<file path="src/rtl/maze_pkg.sv">
// Shared types and constants for the maze tile-map RAM path.
package maze_pkg;

  typedef enum logic [1:0] {OWN_NONE, OWN_DISP, OWN_R0, OWN_R1} owner_t;
  typedef enum logic {RR_R0, RR_R1} rr_ptr_t;

  localparam int unsigned TILE_COLS = 20;
  localparam int unsigned TILE_ROWS = 15;
  localparam int unsigned TILE_PX   = 32;

  // Reads are always eligible; writes may be held off until blanking.
  function automatic logic is_eligible(input logic req, input logic we,
                                       input logic blank, input logic write_in_blank);
    return req && (!we || !write_in_blank || blank);
  endfunction

endpackage

</file>
<file path="src/rtl/maze_ram_arbiter_if.sv">
// Requester, display and RAM-side signals of the tile-map RAM arbiter.
interface maze_ram_arbiter_if #(
  parameter int unsigned ADDR_W = 9,
  parameter int unsigned DATA_W = 4
);
  logic              i_blank;
  logic              i_disp_req;
  logic [ADDR_W-1:0] i_disp_addr;
  logic              o_disp_valid;
  logic [DATA_W-1:0] o_disp_data;

  logic              i_r0_req,    i_r1_req;
  logic              i_r0_we,     i_r1_we;
  logic [ADDR_W-1:0] i_r0_addr,   i_r1_addr;
  logic [DATA_W-1:0] i_r0_wdata,  i_r1_wdata;
  logic              o_r0_gnt,    o_r1_gnt;
  logic              o_r0_rvalid, o_r1_rvalid;
  logic [DATA_W-1:0] o_r0_rdata,  o_r1_rdata;

  logic              o_ram_en;
  logic              o_ram_we;
  logic [ADDR_W-1:0] o_ram_addr;
  logic [DATA_W-1:0] o_ram_wdata;
  logic [DATA_W-1:0] i_ram_rdata;

  modport slave (
    input  i_blank, i_disp_req, i_disp_addr,
    output o_disp_valid, o_disp_data,
    input  i_r0_req, i_r0_we, i_r0_addr, i_r0_wdata,
    input  i_r1_req, i_r1_we, i_r1_addr, i_r1_wdata,
    output o_r0_gnt, o_r0_rvalid, o_r0_rdata,
    output o_r1_gnt, o_r1_rvalid, o_r1_rdata,
    output o_ram_en, o_ram_we, o_ram_addr, o_ram_wdata,
    input  i_ram_rdata
  );

  modport master (
    output i_blank, i_disp_req, i_disp_addr,
    input  o_disp_valid, o_disp_data,
    output i_r0_req, i_r0_we, i_r0_addr, i_r0_wdata,
    output i_r1_req, i_r1_we, i_r1_addr, i_r1_wdata,
    input  o_r0_gnt, o_r0_rvalid, o_r0_rdata,
    input  o_r1_gnt, o_r1_rvalid, o_r1_rdata,
    input  o_ram_en, o_ram_we, o_ram_addr, o_ram_wdata,
    output i_ram_rdata
  );
endinterface

</file>
<file path="src/rtl/rr_arb2.sv">
// Two-input round-robin arbiter; the pointer moves to the other input after each grant.
module rr_arb2
  import maze_pkg::*;
(
  input  logic       clk,
  input  logic       rst,
  input  logic       en_i,
  input  logic [1:0] elig_i,
  output logic [1:0] gnt_o
);

   rr_ptr_t ptr_q, ptr_d;

   always_ff @(posedge clk or posedge rst) begin
      if (rst) ptr_q <= RR_R0;
      else     ptr_q <= ptr_d;
   end

   always_comb begin
      gnt_o = '0;
      ptr_d = ptr_q;
      if (en_i) begin
         case (elig_i)
            2'b01:   gnt_o = 2'b01;
            2'b10:   gnt_o = 2'b10;
            2'b11:   gnt_o = (ptr_q == RR_R0) ? 2'b01 : 2'b10;
            default: gnt_o = '0;
         endcase
      end
      if (gnt_o[0])      ptr_d = RR_R1;
      else if (gnt_o[1]) ptr_d = RR_R0;
   end

endmodule

</file>
<file path="src/rtl/maze_ram_arbiter.sv">
// Single-port tile-map RAM arbiter: display has absolute priority, game requesters share round-robin.
module maze_ram_arbiter
  import maze_pkg::*;
#(
  parameter int unsigned ADDR_W         = 9,
  parameter int unsigned DATA_W         = 4,
  parameter bit          WRITE_IN_BLANK = 1'b1
) (
  input  logic               clk,
  input  logic               rst,
  maze_ram_arbiter_if.slave  bus
);

   logic              elig0, elig1;
   logic              disp_go, game_en;
   logic [1:0]        gnt;
   owner_t            tag_q, tag_d;
   logic              ram_en, ram_we;
   logic [ADDR_W-1:0] ram_addr;
   logic [DATA_W-1:0] ram_wdata;

   assign elig0   = is_eligible(bus.i_r0_req, bus.i_r0_we, bus.i_blank, WRITE_IN_BLANK);
   assign elig1   = is_eligible(bus.i_r1_req, bus.i_r1_we, bus.i_blank, WRITE_IN_BLANK);
   // Grants are combinational, so reset must mask them explicitly.
   assign disp_go = !rst && bus.i_disp_req;
   assign game_en = !rst && !bus.i_disp_req;

   rr_arb2 u_arb (
      .clk    (clk),
      .rst    (rst),
      .en_i   (game_en),
      .elig_i ({elig1, elig0}),
      .gnt_o  (gnt)
   );

   always_comb begin
      ram_en    = 1'b0;
      ram_we    = 1'b0;
      ram_addr  = '0;
      ram_wdata = '0;
      tag_d     = OWN_NONE;
      if (disp_go) begin
         ram_en   = 1'b1;
         ram_addr = bus.i_disp_addr;
         tag_d    = OWN_DISP;
      end else if (gnt[0]) begin
         ram_en    = 1'b1;
         ram_we    = bus.i_r0_we;
         ram_addr  = bus.i_r0_addr;
         ram_wdata = bus.i_r0_wdata;
         tag_d     = bus.i_r0_we ? OWN_NONE : OWN_R0;
      end else if (gnt[1]) begin
         ram_en    = 1'b1;
         ram_we    = bus.i_r1_we;
         ram_addr  = bus.i_r1_addr;
         ram_wdata = bus.i_r1_wdata;
         tag_d     = bus.i_r1_we ? OWN_NONE : OWN_R1;
      end
   end

   always_ff @(posedge clk or posedge rst) begin
      if (rst) tag_q <= OWN_NONE;
      else     tag_q <= tag_d;
   end

   assign bus.o_ram_en    = ram_en;
   assign bus.o_ram_we    = ram_we;
   assign bus.o_ram_addr  = ram_addr;
   assign bus.o_ram_wdata = ram_wdata;
   assign bus.o_r0_gnt    = gnt[0];
   assign bus.o_r1_gnt    = gnt[1];

   always_comb begin
      bus.o_disp_valid = (tag_q == OWN_DISP);
      bus.o_r0_rvalid  = (tag_q == OWN_R0);
      bus.o_r1_rvalid  = (tag_q == OWN_R1);
      bus.o_disp_data  = bus.o_disp_valid ? bus.i_ram_rdata : '0;
      bus.o_r0_rdata   = bus.o_r0_rvalid  ? bus.i_ram_rdata : '0;
      bus.o_r1_rdata   = bus.o_r1_rvalid  ? bus.i_ram_rdata : '0;
   end

endmodule

</file>
<file path="src/flat_wrapper.sv">
// flat-port wrapper written by rule: the top's interface ports become plain ports
module maze_ram_arbiter_flat import maze_pkg::*;
#(
  parameter int unsigned ADDR_W         = 9,
  parameter int unsigned DATA_W         = 4,
  parameter bit          WRITE_IN_BLANK = 1'b1
)
  (clk, rst, bus_i_blank, bus_i_disp_req, bus_i_disp_addr, bus_o_disp_valid, bus_o_disp_data, bus_i_r0_req, bus_i_r0_we, bus_i_r0_addr, bus_i_r0_wdata, bus_i_r1_req, bus_i_r1_we, bus_i_r1_addr, bus_i_r1_wdata, bus_o_r0_gnt, bus_o_r0_rvalid, bus_o_r0_rdata, bus_o_r1_gnt, bus_o_r1_rvalid, bus_o_r1_rdata, bus_o_ram_en, bus_o_ram_we, bus_o_ram_addr, bus_o_ram_wdata, bus_i_ram_rdata);
  maze_ram_arbiter_if #(.ADDR_W(ADDR_W), .DATA_W(DATA_W)) bus_i ();
  input  logic clk;
  input  logic rst;
  input wire logic [$bits(bus_i.i_blank)-1:0] bus_i_blank;
  input wire logic [$bits(bus_i.i_disp_req)-1:0] bus_i_disp_req;
  input wire logic [$bits(bus_i.i_disp_addr)-1:0] bus_i_disp_addr;
  output wire logic [$bits(bus_i.o_disp_valid)-1:0] bus_o_disp_valid;
  output wire logic [$bits(bus_i.o_disp_data)-1:0] bus_o_disp_data;
  input wire logic [$bits(bus_i.i_r0_req)-1:0] bus_i_r0_req;
  input wire logic [$bits(bus_i.i_r0_we)-1:0] bus_i_r0_we;
  input wire logic [$bits(bus_i.i_r0_addr)-1:0] bus_i_r0_addr;
  input wire logic [$bits(bus_i.i_r0_wdata)-1:0] bus_i_r0_wdata;
  input wire logic [$bits(bus_i.i_r1_req)-1:0] bus_i_r1_req;
  input wire logic [$bits(bus_i.i_r1_we)-1:0] bus_i_r1_we;
  input wire logic [$bits(bus_i.i_r1_addr)-1:0] bus_i_r1_addr;
  input wire logic [$bits(bus_i.i_r1_wdata)-1:0] bus_i_r1_wdata;
  output wire logic [$bits(bus_i.o_r0_gnt)-1:0] bus_o_r0_gnt;
  output wire logic [$bits(bus_i.o_r0_rvalid)-1:0] bus_o_r0_rvalid;
  output wire logic [$bits(bus_i.o_r0_rdata)-1:0] bus_o_r0_rdata;
  output wire logic [$bits(bus_i.o_r1_gnt)-1:0] bus_o_r1_gnt;
  output wire logic [$bits(bus_i.o_r1_rvalid)-1:0] bus_o_r1_rvalid;
  output wire logic [$bits(bus_i.o_r1_rdata)-1:0] bus_o_r1_rdata;
  output wire logic [$bits(bus_i.o_ram_en)-1:0] bus_o_ram_en;
  output wire logic [$bits(bus_i.o_ram_we)-1:0] bus_o_ram_we;
  output wire logic [$bits(bus_i.o_ram_addr)-1:0] bus_o_ram_addr;
  output wire logic [$bits(bus_i.o_ram_wdata)-1:0] bus_o_ram_wdata;
  input wire logic [$bits(bus_i.i_ram_rdata)-1:0] bus_i_ram_rdata;
  assign bus_i.i_blank = bus_i_blank;
  assign bus_i.i_disp_req = bus_i_disp_req;
  assign bus_i.i_disp_addr = bus_i_disp_addr;
  assign bus_o_disp_valid = bus_i.o_disp_valid;
  assign bus_o_disp_data = bus_i.o_disp_data;
  assign bus_i.i_r0_req = bus_i_r0_req;
  assign bus_i.i_r0_we = bus_i_r0_we;
  assign bus_i.i_r0_addr = bus_i_r0_addr;
  assign bus_i.i_r0_wdata = bus_i_r0_wdata;
  assign bus_i.i_r1_req = bus_i_r1_req;
  assign bus_i.i_r1_we = bus_i_r1_we;
  assign bus_i.i_r1_addr = bus_i_r1_addr;
  assign bus_i.i_r1_wdata = bus_i_r1_wdata;
  assign bus_o_r0_gnt = bus_i.o_r0_gnt;
  assign bus_o_r0_rvalid = bus_i.o_r0_rvalid;
  assign bus_o_r0_rdata = bus_i.o_r0_rdata;
  assign bus_o_r1_gnt = bus_i.o_r1_gnt;
  assign bus_o_r1_rvalid = bus_i.o_r1_rvalid;
  assign bus_o_r1_rdata = bus_i.o_r1_rdata;
  assign bus_o_ram_en = bus_i.o_ram_en;
  assign bus_o_ram_we = bus_i.o_ram_we;
  assign bus_o_ram_addr = bus_i.o_ram_addr;
  assign bus_o_ram_wdata = bus_i.o_ram_wdata;
  assign bus_i.i_ram_rdata = bus_i_ram_rdata;
  maze_ram_arbiter #(.ADDR_W(ADDR_W), .DATA_W(DATA_W), .WRITE_IN_BLANK(WRITE_IN_BLANK)) u_core (.clk(clk), .rst(rst), .bus(bus_i));
endmodule
</file>
<file path="config.mk">
export PLATFORM = sky130hd
export DESIGN_NAME = maze_ram_arbiter_flat
export DESIGN_NICKNAME = d
export VERILOG_FILES = /design/src/rtl/maze_pkg.sv /design/src/rtl/maze_ram_arbiter_if.sv /design/src/rtl/rr_arb2.sv /design/src/rtl/maze_ram_arbiter.sv /design/src/flat_wrapper.sv
export SDC_FILE = /design/constraint.sdc
export NUM_CORES = 1
export LEC_CHECK = 0
export CAP_MARGIN = 20
export CORE_MARGIN = 3
export CORE_UTILIZATION = 23
export CTS_BUF_LIST = sky130_fd_sc_hd__clkbuf_4
export CTS_CLUSTER_SIZE = 24
export DETAILED_ROUTE_END_ITERATION = 10
export PLACE_DENSITY_LB_ADDON = 0.15
export SLEW_MARGIN = 10
export SYNTH_ARGS = -nofsm -noshare
export SYNTH_HDL_FRONTEND = slang
export SYNTH_SLANG_ARGS = --single-unit
</file>
<file path="constraint.sdc">
create_clock -name clk -period 2.6 [get_ports clk]
set_input_delay 0.65 -clock clk [delete_from_list [all_inputs] [get_ports clk]]
set_output_delay 0.65 -clock clk [all_outputs]
set_load 0.02 [all_outputs]
</file>
==> results.json, run 1 <==
{
  "outcome": "completed",
  "comb_power_share": 0.606,
  "fillers": 166,
  "drcViolationCount": 0,
  "dr.pass1.iters": 4,
  "worstSetupPathType": "in2out",
  "reg2reg_depth": 5,
  "yosysSeqAreaShare": 0.145,
  "grt_overflow": 0,
  "cp.required_ns": 1.95,
  "synthToLayoutAreaGrowth_pct": 187,
  "place_congestion": 0.663,
  "crit_family": "buffers and inverters",
  "r2r_end": "u_core.tag_q[1]$_DFF_PP0_",
  "slew_headroom": 0.806,
  "cts_buffers": 3,
  "cts.sinks": 3,
  "grt_pass1_vias": 861,
  "cts_root_buf": "clkbuf_4",
  "crit_arrival_ns": 1.93,
  "startpoint": "rst",
  "holdPathStages": 1,
  "wl_mm": 2.40,
  "yosysWarnings": 0,
  "ant_nets": 0,
  "multi_input_area_sq_um": 419,
  "startpoint_type": "input port",
  "ys_seq_elements": 3,
  "clk_latency_ns": 0.22,
  "cap_viol_max_count": 0,
  "grt_max_degree": 11,
  "ys_types": 18,
  "start_util": 0.254,
  "grt_antenna_before_repair": 0,
  "rows": 16,
  "whs_ns": 0.515,
  "cts_tree": "built",
  "p_switching_uw": 116,
  "fin_worst_skew_ns": 0.00187,
  "critical-path-max-stage-delay_ns": 0.28,
  "finalSetupViolations": 0,
  "insertedDiodeCount": 0,
  "swShare": 0.308,
  "cp_num_buf_inv": 5,
  "port_buffers": 78,
  "seqCellArea_sq_um": 75.1,
  "post-route-min-period_ns": 2.58,
  "cts_buffer_depth": 2,
  "min_to": "u_core.u_arb.ptr_q$_DFFE_PP0P_",
  "drive_gt1_frac": 0.272,
  "syn_avg_cell_area_sq_um": 8.09,
  "cpMostUsedCell": "buf_4",
  "hp-class": "reg2reg",
  "die_h_microns": 53.5,
  "worst_pin_slew_ns": 0.290,
  "cellLeakagePower_nw": 0.703,
  "finalCritPeriodShare": 0.992,
  "end_kind": "output port",
  "ff2ff_setup_slack_ns": 1.30,
  "clkTransAtPathRegs_ns": 0.03,
  "slew_violations": 0,
  "p_seq_frac": 0.161,
  "drt_iter0_drc": 5,
  "vias": 892,
  "cp_cell_sequence": "dlygate4sd2_1 > buf_4 > nor4_4 > buf_4 > buf_12 > a221o_1 > buf_2",
  "timing.fmax_mhz": 388,
  "power.internal_uw": 260,
  "peakVddDrop_mv": 0.133,
  "core_sq_mm": 0.00204,
  "hold_viol": 0,
  "rsz0062_at_grt": "true",
  "grt_pass1_wl_mm": 3.50,
  "syn-cell-area_sq_um": 518,
  "ios": 79,
  "viasPerCell": 4.82,
  "die_w_microns": 53.5,
  "min-delay-start": "u_core.u_arb.ptr_q$_DFFE_PP0P_",
  "dieArea_sq_mm": 0.00286,
  "reg2reg_from": "u_core.u_arb.ptr_q$_DFFE_PP0P_",
  "h-tree-depth": 1,
  "p_clk_frac": 0.233,
  "netlist_instances": 64,
  "critPathMaxFanout": 8,
  "grt_usage": 0.164,
  "wire_per_inst_microns": 13.0,
  "nNetsFinal": 206,
  "final_core_util": 0.728,
  "syn_nets": 111,
  "cp_slowest_cell": "nor4_4",
  "powerDensity_mw_per_mm2": 253
}
cells in the final DEF (no fill, tap or decap), types with 4 or more instances in the layout:
master,count
clkbuf_4,4
buf_2,8
buf_4,10
a22o_1,6
and3_1,4
and2_1,18
clkdlybuf4s50_1,54
a221o_1,9
buf_6,11
synthesized netlist by cell type:
master	instances	area share
inv_1	4	0.029
nor2_1	2	0.014
nor4_4	1	0.041
and3_1	6	0.072
nor2b_1	3	0.036
and2_1	18	0.22
a221o_1	9	0.17
a21oi_1	3	0.029
o21a_1	1	0.014
clkbuf_1	1	0.0072
a21o_1	1	0.014
a22o_1	6	0.10
o21ai_2	1	0.017
nand2b_1	1	0.012
buf_6	2	0.043
dfrtp_1	3	0.14
o31a_1	1	0.017
buf_4	1	0.014
kinds of logic (layout without fill, tap and decap cells):
family,Yosys count,after routing,share of synthesized area
AOI/OAI and AO/OA,22,22,0.367
and+or+nand+nor,31,31,0.394
DFF,3,3,0.145
buffers and inverters,8,102,0.0942
worst max-delay path by stage:
stage,slack [ns],depth (start not counted),to
after floorplan,0.18,5,bus_o_ram_addr[5]
after global routing,-0.03,6,bus_o_r0_gnt
after CTS,-0.08,7,bus_o_ram_addr[4]
final,0.02,7,bus_o_ram_addr[5]
after detailed placement,-0.67,7,bus_o_ram_addr[2]
after global placement,-0.66,7,bus_o_ram_addr[2]
state kept, by name (all words and copies together) (netlist names):
register	cells
u_core.tag_q	2
u_core.u_arb.ptr_q	1
power by group through the flow:
stage	Sequential (mW)	Clock (mW)	Combinational, mW
floorplan	0.0582	0	0.0832
global placement	0.0596	0	0.211
detailed placement	0.0599	0	0.214
CTS	0.0598	0.0917	0.222
global route	0.0621	0.0975	0.243
finish	0.0604	0.0878	0.228
area by class of cell:
cell class                 instances  share of cell area
timing repair buffer              94               0.614
sequential                         3              0.0505
tap                               27              0.0227
multi-input combinational         53               0.282
inverter                           4              0.0101
clock buffer                       4              0.0202
repair_timing:
item / CTS / global route
setup buffers: 3 / 3
resized for setup: 93 / 11
cloned: 1 / 0
pin swaps: 8 / 5
endpoints found under the setup margin: 17 / 13
hold buffers: 0 / 0
worst register-to-register path, stage by stage, from the launching register on:
cell,delay [ns]
dfrtp_1,0.41
and3_4,0.19
nor4_4,0.17
buf_4,0.17
clkbuf_16,0.14
a22o_1,0.15
through the flow:
stage                     cell area, sq um  worst slack, ns  total power [mW]  std cells  TNS, ns
final                                 1490           0.0196             0.376        185        0
after global routing                  1490          -0.0322             0.403        185   -0.250
after CTS                             1450          -0.0773             0.373        182   -0.531
after detailed placement              1380           -0.674             0.274        174   -10.48
after global placement                1380           -0.658             0.271        174   -10.27
after floorplan                        518            0.182             0.141         64        0
layer usage:
metal  vias to the layer above  part of all wire  GRT usage
li1                        432                 -          -
met1                       403              0.31      0.155
met2                        55              0.54      0.324
met3                         2              0.14     0.0535
met4                         0            0.0079     0.0511
met5                         -                 0          0
No activity file was read; power rests on OpenSTA's default activity.
==> run 2, diff against run 1 <==
- RECOVER_POWER: unset -> 100
==> run 2 against run 1 <==
Clock skew about the same; first-iteration DRC count is the same; flip-flop and latch count unchanged; largest cell class unchanged; largest power group unchanged; highest routed layer unchanged.
==> results.json, run 2 (synthesis results as in run 1) <==
{
  "outcome": "completed",
  "crit_arrival_ns": 1.93,
  "layout_common_cells": "clkdlybuf4s50_1, and2_1, buf_6, a221o_1, buf_4",
  "finalWorstSetupSlack_ns": 0.0214,
  "wire_per_inst_microns": 13.0,
  "rsz0062_at_grt": "true",
  "worst_pin_slew_ns": 0.290,
  "hp-class": "reg2reg",
  "die_h_microns": 53.5,
  "place_ws_ns": -0.674,
  "drt_iter0_drc": 5,
  "drcViolationCount": 0,
  "synthToLayoutAreaGrowth_pct": 186,
  "powerDensity_mw_per_mm2": 253,
  "cap_viol_max_count": 0,
  "vias": 890,
  "place_congestion": 0.663,
  "port_buffers": 78,
  "timing.fmax_mhz": 388,
  "grt_pass1_vias": 861,
  "wl_mm": 2.40,
  "top_regs": "u_core.tag_q: 2 flops, u_core.u_arb.ptr_q: 1 flops",
  "cts_buffer_depth": 2,
  "rows": 16,
  "end_kind": "output port",
  "peakVddDrop_mv": 0.132,
  "worstSetupPathType": "in2out",
  "cts_tree": "built",
  "hold_buffers": 0,
  "grt_antenna_before_repair": 0,
  "dr.pass1.iters": 4,
  "cp.required_ns": 1.95,
  "finalSetupTns_ns": 0,
  "slew_violations": 0,
  "fillers": 168,
  "cts_root_buf": "clkbuf_4",
  "whs_ns": 0.513,
  "slew_headroom": 0.806,
  "clkTransAtPathRegs_ns": 0.03,
  "drive_gt1_frac": 0.266,
  "cellLeakagePower_nw": 0.699,
  "dp_cells": 174,
  "cts_buffers": 3,
  "grt_usage": 0.164,
  "power_uw": 375,
  "clk_latency_ns": 0.22,
  "multi_input_area_sq_um": 419,
  "nNetsFinal": 206,
  "fin_area_sq_mm": 0.00148,
  "hold_viol": 0,
  "start_util": 0.254,
  "grt_max_degree": 11,
  "final_core_util": 0.726,
  "fin_worst_skew_ns": 0.00189,
  "h-tree-depth": 1,
  "startpoint_type": "input port",
  "grt_overflow": 0,
  "largest_reg_flops": 2,
  "core_sq_mm": 0.00204,
  "finalCritPeriodShare": 0.992,
  "finalSetupViolations": 0,
  "insertedDiodeCount": 0,
  "final_common_cell": "clkdlybuf4s50_1",
  "regMostFlops": "u_core.tag_q",
  "seqCellArea_sq_um": 75.1,
  "cts.sinks": 3,
  "ant_nets": 0,
  "ios": 79,
  "grt_pass1_wl_mm": 3.50,
  "critPathMaxFanout": 8,
  "instances_no_fill": 185,
  "placed_area_sq_mm": 0.00138,
  "die_w_microns": 53.5,
  "viasPerCell": 4.81,
  "dieArea_sq_mm": 0.00286,
  "post-route-min-period_ns": 2.58
}
## run 2: cell types whose count changed in the layout (fill, tap and decap cells not counted)
cell      change
buf_4         -1
clkbuf_1      +1
## run 2: power by group
| part | internal, mW | leakage [nW] | total [mW] | switching [mW] |
|---|---|---|---|---|
| combinational | 0.139 | 0.643 | 0.227 | 0.0882 |
| sequential | 0.0531 | 0.0375 | 0.0603 | 0.00727 |
| clock | 0.0676 | 0.0184 | 0.0878 | 0.0202 |
| total | 0.260 | 0.699 | 0.375 | 0.116 |
## run 2: layout make-up
| cell class | count | share of cell area |
|---|---|---|
| clock buffer | 4 | 0.0203 |
| inverter | 4 | 0.0101 |
| multi-input combinational | 53 | 0.283 |
| sequential | 3 | 0.0506 |
| tap | 27 | 0.0228 |
| timing repair buffer | 94 | 0.614 |
## run 2: critical path, cell delays in order
cell and delay (ns):
dlygate4sd2_1 0.26, buf_4 0.15, nor4_4 0.28, buf_4 0.17, buf_12 0.11, a221o_1 0.14, buf_2 0.16
## run 2: metal layers
layer	up-vias	global-route usage	routed length, microns
li1	432	-	-
met2	55	0.324	1310
met3	2	0.0535	327
met1	401	0.155	746
met4	0	0.0511	19
met5	-	0	0
## run 2: path summary, 6_finish.rpt
path                                                 from                             end  slack, ns  cells past startpoint
setup / recovery                                      rst               bus_o_ram_addr[5]       0.02                      7
hold / removal             u_core.u_arb.ptr_q$_DFFE_PP0P_  u_core.u_arb.ptr_q$_DFFE_PP0P_       0.51                      1
setup reg to reg           u_core.u_arb.ptr_q$_DFFE_PP0P_       u_core.tag_q[1]$_DFF_PP0_       1.31                      5
hold reg to reg            u_core.u_arb.ptr_q$_DFFE_PP0P_  u_core.u_arb.ptr_q$_DFFE_PP0P_       0.51                      1
max in group asynchronous                             rst       u_core.tag_q[1]$_DFF_PP0_       1.74                      4
min in group asynchronous                             rst       u_core.tag_q[0]$_DFF_PP0_       0.73                      4
## run 2: timing repair
| item | 4_1_cts | 5_1_grt |
|---|---|---|
| endpoints found under the setup margin | 17 | 13 |
| pin swaps | 8 | 5 |
| setup buffers | 3 | 3 |
| endpoints found under the hold margin | 0 | 0 |
| gates resized for setup | 93 | 11 |
| gates cloned | 1 | 0 |
